<file path="config.mk">
export PLATFORM = sky130hd
export DESIGN_NAME = pin_capture
export DESIGN_NICKNAME = d
export VERILOG_FILES = /design/src/rtl/pin_capture_pkg.sv /design/src/rtl/pin_capture_filter.sv /design/src/rtl/pin_capture.sv
export SDC_FILE = /design/constraint.sdc
export NUM_CORES = 1
export LEC_CHECK = 0
export BUFFER_PORTS_ARGS = -buffer_cell sky130_fd_sc_hd__buf_2
export CAP_MARGIN = 40
export CORE_UTILIZATION = 40
export CTS_CLUSTER_DIAMETER = 80
export DETAILED_ROUTE_END_ITERATION = 10
export PLACE_DENSITY = 0.69
export SYNTH_ARGS = -nofsm -noshare
export SYNTH_HDL_FRONTEND = slang
export SYNTH_SLANG_ARGS = --single-unit
</file>
<file path="constraint.sdc">
create_clock -name clk -period 2.04 [get_ports clk]
set_input_delay 0.204 -clock clk [delete_from_list [all_inputs] [get_ports clk]]
set_output_delay 0.204 -clock clk [all_outputs]
set_load 0.03 [all_outputs]
</file>
<file path="src/rtl/pin_capture_pkg.sv">
// pin_capture_pkg: shared wishbone register map, STATUS/ARM bit positions and pin priority helper
package pin_capture_pkg;
  localparam logic [3:0] ADDR_FILTER = 4'd0;
  localparam logic [3:0] ADDR_ARM = 4'd1;
  localparam logic [3:0] ADDR_STATUS = 4'd2;
  localparam logic [3:0] ADDR_TTIME = 4'd3;
  localparam logic [3:0] ADDR_STATE = 4'd4;
  localparam int STATUS_TRIG_BIT = 31;
  localparam int ARM_LEVEL_LSB = 8;
  function automatic logic [2:0] lowest_set(input logic [7:0] v);
    logic [2:0] r;
    r = '0;
    for (int i = 7; i >= 0; i--)
      if (v[i]) r = 3'(i);
    return r;
  endfunction
endpackage

</file>
<file path="src/rtl/pin_capture_filter.sv">
// pin_filter: one pin's 2-flop sync + debounce (clk, rst async low, pin, filter threshold -> stable)
module pin_filter #(
  parameter int FILTER_W = 8
) (
  input  logic                clk,
  input  logic                rst,
  input  logic                pin,
  input  logic [FILTER_W-1:0] filter,
  output logic                stable
);
  logic [1:0] sync;
  logic [FILTER_W-1:0] cnt;
  always_ff @(posedge clk or negedge rst)
    if (!rst) begin
      sync <= '0;
      cnt <= '0;
      stable <= 1'b0;
    end else begin
      sync <= {sync[0], pin};
      if (sync[1] == stable) cnt <= '0;
      else if (cnt >= filter) begin
        stable <= sync[1];
        cnt <= '0;
      end else cnt <= cnt + FILTER_W'(1);
    end
endmodule

</file>
<file path="src/rtl/pin_capture.sv">
// pin_capture: debounced pin level trigger with time latch (clk, rst async low, pins_in, clock_time, trigger_out, wb_* zero-wait slave)
module pin_capture
  import pin_capture_pkg::*;
#(
  parameter int NUM_PINS = 4,
  parameter int FILTER_W = 8,
  parameter int TS_W = 32
) (
  input  logic                clk,
  input  logic                rst,
  input  logic [NUM_PINS-1:0] pins_in,
  input  logic [TS_W-1:0]     clock_time,
  output logic                trigger_out,
  input  logic                wb_stb_i,
  input  logic                wb_cyc_i,
  input  logic                wb_we_i,
  input  logic [3:0]          wb_adr_i,
  input  logic [31:0]         wb_dat_i,
  output logic [31:0]         wb_dat_o,
  output logic                wb_ack_o
);
  logic [FILTER_W-1:0] filter;
  logic [NUM_PINS-1:0] mask, level, stable, hit;
  logic triggered, wr, clr, match, unused_ok;
  logic [2:0] trig_pin;
  logic [TS_W-1:0] trig_time;
  for (genvar g = 0; g < NUM_PINS; g++) begin : g_pin
    pin_filter #(.FILTER_W(FILTER_W)) u_filter (
      .clk(clk), .rst(rst), .pin(pins_in[g]), .filter(filter), .stable(stable[g])
    );
  end
  assign wr = wb_cyc_i & wb_stb_i & wb_we_i;
  assign clr = wr && (wb_adr_i == ADDR_ARM || wb_adr_i == ADDR_STATUS);
  assign hit = mask & ~(stable ^ level);
  assign match = |hit;
  assign trigger_out = triggered;
  assign wb_ack_o = 1'b1;
  assign unused_ok = ^wb_dat_i;
  always_ff @(posedge clk or negedge rst)
    if (!rst) begin
      filter <= '0;
      mask <= '0;
      level <= '0;
      triggered <= 1'b0;
      trig_pin <= '0;
      trig_time <= '0;
    end else begin
      if (wr && wb_adr_i == ADDR_FILTER) filter <= wb_dat_i[FILTER_W-1:0];
      if (wr && wb_adr_i == ADDR_ARM) begin
        mask <= wb_dat_i[NUM_PINS-1:0];
        level <= wb_dat_i[ARM_LEVEL_LSB+:NUM_PINS];
      end
      if (clr) triggered <= 1'b0;
      else if (match && !triggered) begin
        triggered <= 1'b1;
        trig_pin <= lowest_set(8'(hit));
        trig_time <= clock_time;
      end
    end
  always_comb
    case (wb_adr_i)
      ADDR_FILTER: wb_dat_o = 32'(filter);
      ADDR_ARM:    wb_dat_o = (32'(level) << ARM_LEVEL_LSB) | 32'(mask);
      ADDR_STATUS: wb_dat_o = (32'(triggered) << STATUS_TRIG_BIT) | 32'(trig_pin);
      ADDR_TTIME:  wb_dat_o = 32'(trig_time);
      ADDR_STATE:  wb_dat_o = 32'(stable);
      default:     wb_dat_o = '0;
    endcase
endmodule

</file>
== Word level (Yosys, flattened, before mapping) ==
Index checks and enable logic that the tools add are counted.
Widths: inputs -> output; s select.
Storage, ports and cells
  output and inout port bits: 34
  logic and storage cells: 75
  input port bits: 77
  bits in registers: 96
Operators by class
  muxes and demuxes: 15
  bitwise operators: 12
  $add $sub $neg: 4
  magnitude comparators: 4
  reductions and logical operators: 14
  equal/unequal tests: 8
Operators by type and width (count)
  $pmux 32 s5: 1
  $mux 8: 8
  $add 8x1->8 const B: 4
  $ge 8x8->1: 4
  $or 32x3->32: 1
  $or 12x4->12: 1
  $reduce_and 2->1: 5
  $mux 3: 3
  $eq 4x2->1 const B: 2
  $not 1->1: 5
  $and 4x4->4: 1
  $eq 1x1->1: 4
  $eq 4x1->1 const B: 1
  $eq 4x3->1 const B: 1
  $logic_and 1x1->1: 4
  $logic_not 4->1: 1
  $not 4->4: 1
  $reduce_or 4->1: 1
  $xor 4x4->4: 1
  $and 1x1->1: 2
  $mux 1: 2
  $mux 2: 1
  $reduce_bool 2->1: 1
  $logic_not 1->1: 1
  $logic_or 1x1->1: 1

== Logic depth before layout (Yosys ltp) ==
  depth after elaboration: 7
  mapped depth: 6
  gate-level depth less buffers: 6

== Cells and area by module ==
Synthesis repeated with hierarchy kept, for this count alone.
Unflattened totals
  cell total of the unflattened synthesis: 435
  area total of the unflattened synthesis: 5262.5 µm²
By module, submodules not included
  pin_filter: times used 4, cells an instance 62, sequential area each 275.3 µm², area an instance 669.4 µm²
  pin_capture: times used 1, cells an instance 187, sequential area each 1276.2 µm², area an instance 2585.0 µm²

== Worst setup path before layout ==
No wires, ideal clock.
  kind: register -> register
  start point: register g_pin[3].u_filter.stable
  end point: register trig_pin[0]
  data required time: 1.915 ns
  cell stages (with the launch flop): 6
  arrival: 1.649 ns
  clock period less this slack: 1.774 ns
  library setup time: 0.125 ns
  setup slack: 0.266 ns
  path buffers: 1
  cells stage by stage: dfrtp_1 -> xnor2_1 -> a2bb2oi_1 -> a211oi_4 -> buf_6 -> mux2_4
Between the ends
  longest elaborated chain between the ends: 7
  elaborated cells on any way between the ends: 10
  classes of those cells: mux (4); bitwise (3); reduce/logical (3)
Ends and longest elaborated chain
  from (decl): RTL line pin_capture_filter.sv:9  | output logic stable
  from (signal assigned): RTL line pin_capture_filter.sv:22  | stable <= sync[1];
  $xor 4x4->4 *: RTL line pin_capture.sv:34  | assign hit = mask & ~(stable ^ level);
  $not 4->4 *: RTL line pin_capture.sv:34
  $and 4x4->4 *: RTL line pin_capture.sv:34
  $mux 2: RTL line pin_capture_pkg.sv:14  | if (v[i]) r = 3'(i);
  $mux 3 (3 in series): RTL line pin_capture_pkg.sv:14
  to (signal assigned): RTL line pin_capture.sv:56  | trig_pin <= lowest_set(8'(hit));
  to (decl): RTL line pin_capture.sv:25  | logic [2:0] trig_pin;
Every way passes the cells marked *; elsewhere a longest branch is shown, timed or not.
A chain may end at the register's enable or synchronous reset.

== Worst setup path in the final report ==
  start point: register g_pin[0].u_filter.stable
  end point: register trig_time[24]
Between the ends
  longest elaborated chain between the ends: 6
Ends and longest elaborated chain
  from (decl): RTL line pin_capture_filter.sv:9
  from (signal assigned): RTL line pin_capture_filter.sv:22
  $xor 4x4->4: RTL line pin_capture.sv:34
  $not 4->4: RTL line pin_capture.sv:34
  $and 4x4->4: RTL line pin_capture.sv:34
  $reduce_or 4->1: RTL line pin_capture.sv:35  | assign match = |hit;
  $logic_and 1x1->1: RTL line pin_capture.sv:54  | else if (match && !triggered) begin
  $reduce_and 2->1 (no line)
  to (signal assigned): RTL line pin_capture.sv:57  | trig_time <= clock_time;
  to (decl): RTL line pin_capture.sv:26  | logic [TS_W-1:0] trig_time;
Every way passes these cells.

==> impl_metrics.ini <==
[run_status]
outcome = complete, no violations

[floorplanning]
start_util_pct = 41.7
die_x_microns = 115
io-pin-count = 111
die_h_microns = 115
num_rows = 40
fp.coreArea_sq_mm = 0.0122
die_area_sq_mm = 0.0131

[yosys]
synth_area_per_cell_sq_um = 11.8
synth_seq_cells = 95
synth_ff_type = dfrtp_1
yosysWarnings = 0
synth-seq-area-share_pct = 46.9
postSynth.asyncResetShare_pct = 100
ys_types = 43
synth-edff-count = 0
synth.cell_area_sq_mm = 0.00507
netlist_instances = 430
syn_nets = 543

[sta]
final_max_slew_viol_count = 0
max_freq_ghz = 0.518
fin_crit_sh_pct = 94.6
setup_ws_ps = 110
setup_viol = 0
timing.final.crit_period_ps = 1930
hold_viol = 0
setup_tns_ps = 0
skew_ps = 9.45

[detailed_routing]
ant_nets = 0
drc_errors = 0
drt_first_pass_iters = 5
vias_per_cell = 5.30
vias = 3788
finalWirelength_microns = 11600
wl_per_cell_microns = 16.2
drt_iter0_markers = 150

[critical_path]
cp-start-kind = flop
cp-end-kind = flop
rrSetupSlack_ps = 110
path_cells = xnor2_1 > a22oi_1 > a211oi_4 > buf_4 > clkbuf_16 > mux2_4
critPathTopFamily = compound AO/OA/AOI/OAI gates
slowest_stage = dfrtp_1
cp.arrival_ps = 2150
worst_path_largest_cell_delay_ps = 450
crit_path_max_fanout = 13
r2r-start = g_pin[0].u_filter.stable$_DFFE_PN0P_
path_class = reg -> reg
crit_required_ps = 2260
worst-path-buf-inv = 2
startpoint = g_pin[0].u_filter.stable$_DFFE_PN0P_

[clocking]
worstSkewPairLatency_ps = 340
cts_root_buffer = clkbuf_16
clkSlewWorstSetupHoldPaths_ps = 70
clockBufferDepth = 2
cts_sinks = 95
numCtsBuffers = 9
tritoncts = done
cts_max_level = 3

[finish]
antennaDiodeCount = 0
synthToLayoutAreaGrowth_pct = 23.0
final_cell_mix = dfrtp_1, buf_2, ha_1, mux2_4, nor3_1
fin_nets = 655
final_common_cell = dfrtp_1
layout-drive-gt1-share_pct = 31.4
fin_util_pct = 51.2

[place]
dp_slack_ps = 32.9
place_congestion = 0.789
io_buffers = 89
hpwl_microns = 8450

[power]
power.leakage_nw = 3.04
ir_drop_v = 0.000391
power_density_mw_per_mm2 = 889
p_total_mw = 5.54

[min_path]
min_from = wb_dat_i[1]
hp-class = in -> reg

[grt]
grt_max_degree = 61
grt_pass1_wl_microns = 18700
grt_overflow = 0
antenna_found_initial = 0
grt_pass1_vias = 3885
grt_usage_pct = 18.5

[flow_run]
maxCapViolCount = 0
synthesized netlist by cell type, drive strengths merged, types with 8 or more instances:
master   n  share of area (%)
o21ai   13                1.3
mux2    41                 11
a22o     9                1.6
and2    19                2.3
inv     21                1.6
a21oi    8               0.79
xor2    21                3.6
nand2   26                1.9
nor3    30                3.0
and3    16                2.0
nand3   17                1.7
ha      36                8.9
xnor2   11                1.9
dfrtp   95                 47
metrics by stage:
stage | hold WS (ps) | instance area, sq um | cells
after floorplan | -91.6 | 5070 | 430
after global placement | 186 | 5780 | 691
after detailed placement | 200 | 5780 | 691
after CTS | 84.5 | 6160 | 712
after global routing | 89.3 | 6230 | 715
final | 88.6 | 6230 | 715
path summary, 6_finish.rpt:
check / cells past startpoint / to
hold reg to reg: 0 / g_pin[2].u_filter.sync[1]$_DFF_PN0_
hold / removal: 3 / filter[1]$_DFFE_PN0P_
min in group asynchronous: 2 / trig_time[20]$_DFFE_PN0P_
setup reg to reg: 6 / trig_time[24]$_DFFE_PN0P_
setup / recovery: 6 / trig_time[24]$_DFFE_PN0P_
max in group asynchronous: 3 / filter[0]$_DFFE_PN0P_
layout make-up:
| cell class | instances | area, sq um |
|---|---|---|
| Tap cell | 168 | 210 |
| Sequential cell | 95 | 2380 |
| Timing Repair Buffer | 110 | 661 |
| Clock inverter | 3 | 65.1 |
| Fill cell | 1083 | 5930 |
| Multi-Input combinational cell | 305 | 2580 |
| Clock buffer | 13 | 260 |
| Inverter | 21 | 78.8 |
cell families (layout without fill, tap and decap cells):
group                    after synthesis  after routing  synth area share [%]
AND/OR/NAND/NOR                      127            127                  14.1
buffers and inverters                 30            147                  2.91
other                                  1              1                0.0740
adder cells (fa/ha/maj)               36             36                  8.89
AO/OA/AOI/OAI                         64             64                  9.41
flip-flops                            95             95                  46.9
multiplexers                          45             45                  12.1
XOR/XNOR                              32             32                  5.53
worst min-delay path, delay by kind of cell:
kind	cells	cell delay [ps]
buffers and inverters	1	90
AO/OA/AOI/OAI	1	60
AND/OR/NAND/NOR	1	40
flip-flops by register name (all words and copies together) (netlist names):
register / count
trigger_out: 1
filter: 8
mask: 4
trig_time: 32
g_pin.u_filter.cnt: 32
level: 4
g_pin.u_filter.stable: 4
g_pin.u_filter.sync: 8
trig_pin: 2
power breakdown:
part	total, mW	internal, mW	switching (mW)
clock	1.81	1.14	0.673
sequential	2.54	2.28	0.257
combinational	1.19	0.663	0.526
total	5.54	4.08	1.46
routing by layer:
| layer | routed length, microns | track usage [%] | vias to the layer above | share of wire (%) |
|---|---|---|---|---|
| met3 | 571 | 3.23 | 20 | 4.9 |
| met2 | 5660 | 32.2 | 101 | 49 |
| li1 | - | - | 1789 | - |
| met5 | 0 | 0 | - | 0 |
| met4 | 272 | 8.31 | 0 | 2.3 |
| met1 | 5100 | 22.5 | 1878 | 44 |
timing repair:
item                                    in CTS  in global routing
gates resized for setup                      0                  9
endpoints found under the setup margin       0                 44
hold buffers                                 5                  0
setup buffers                                0                  2
endpoints found under the hold margin       39                  0
(Power assumes the default switching activity.)
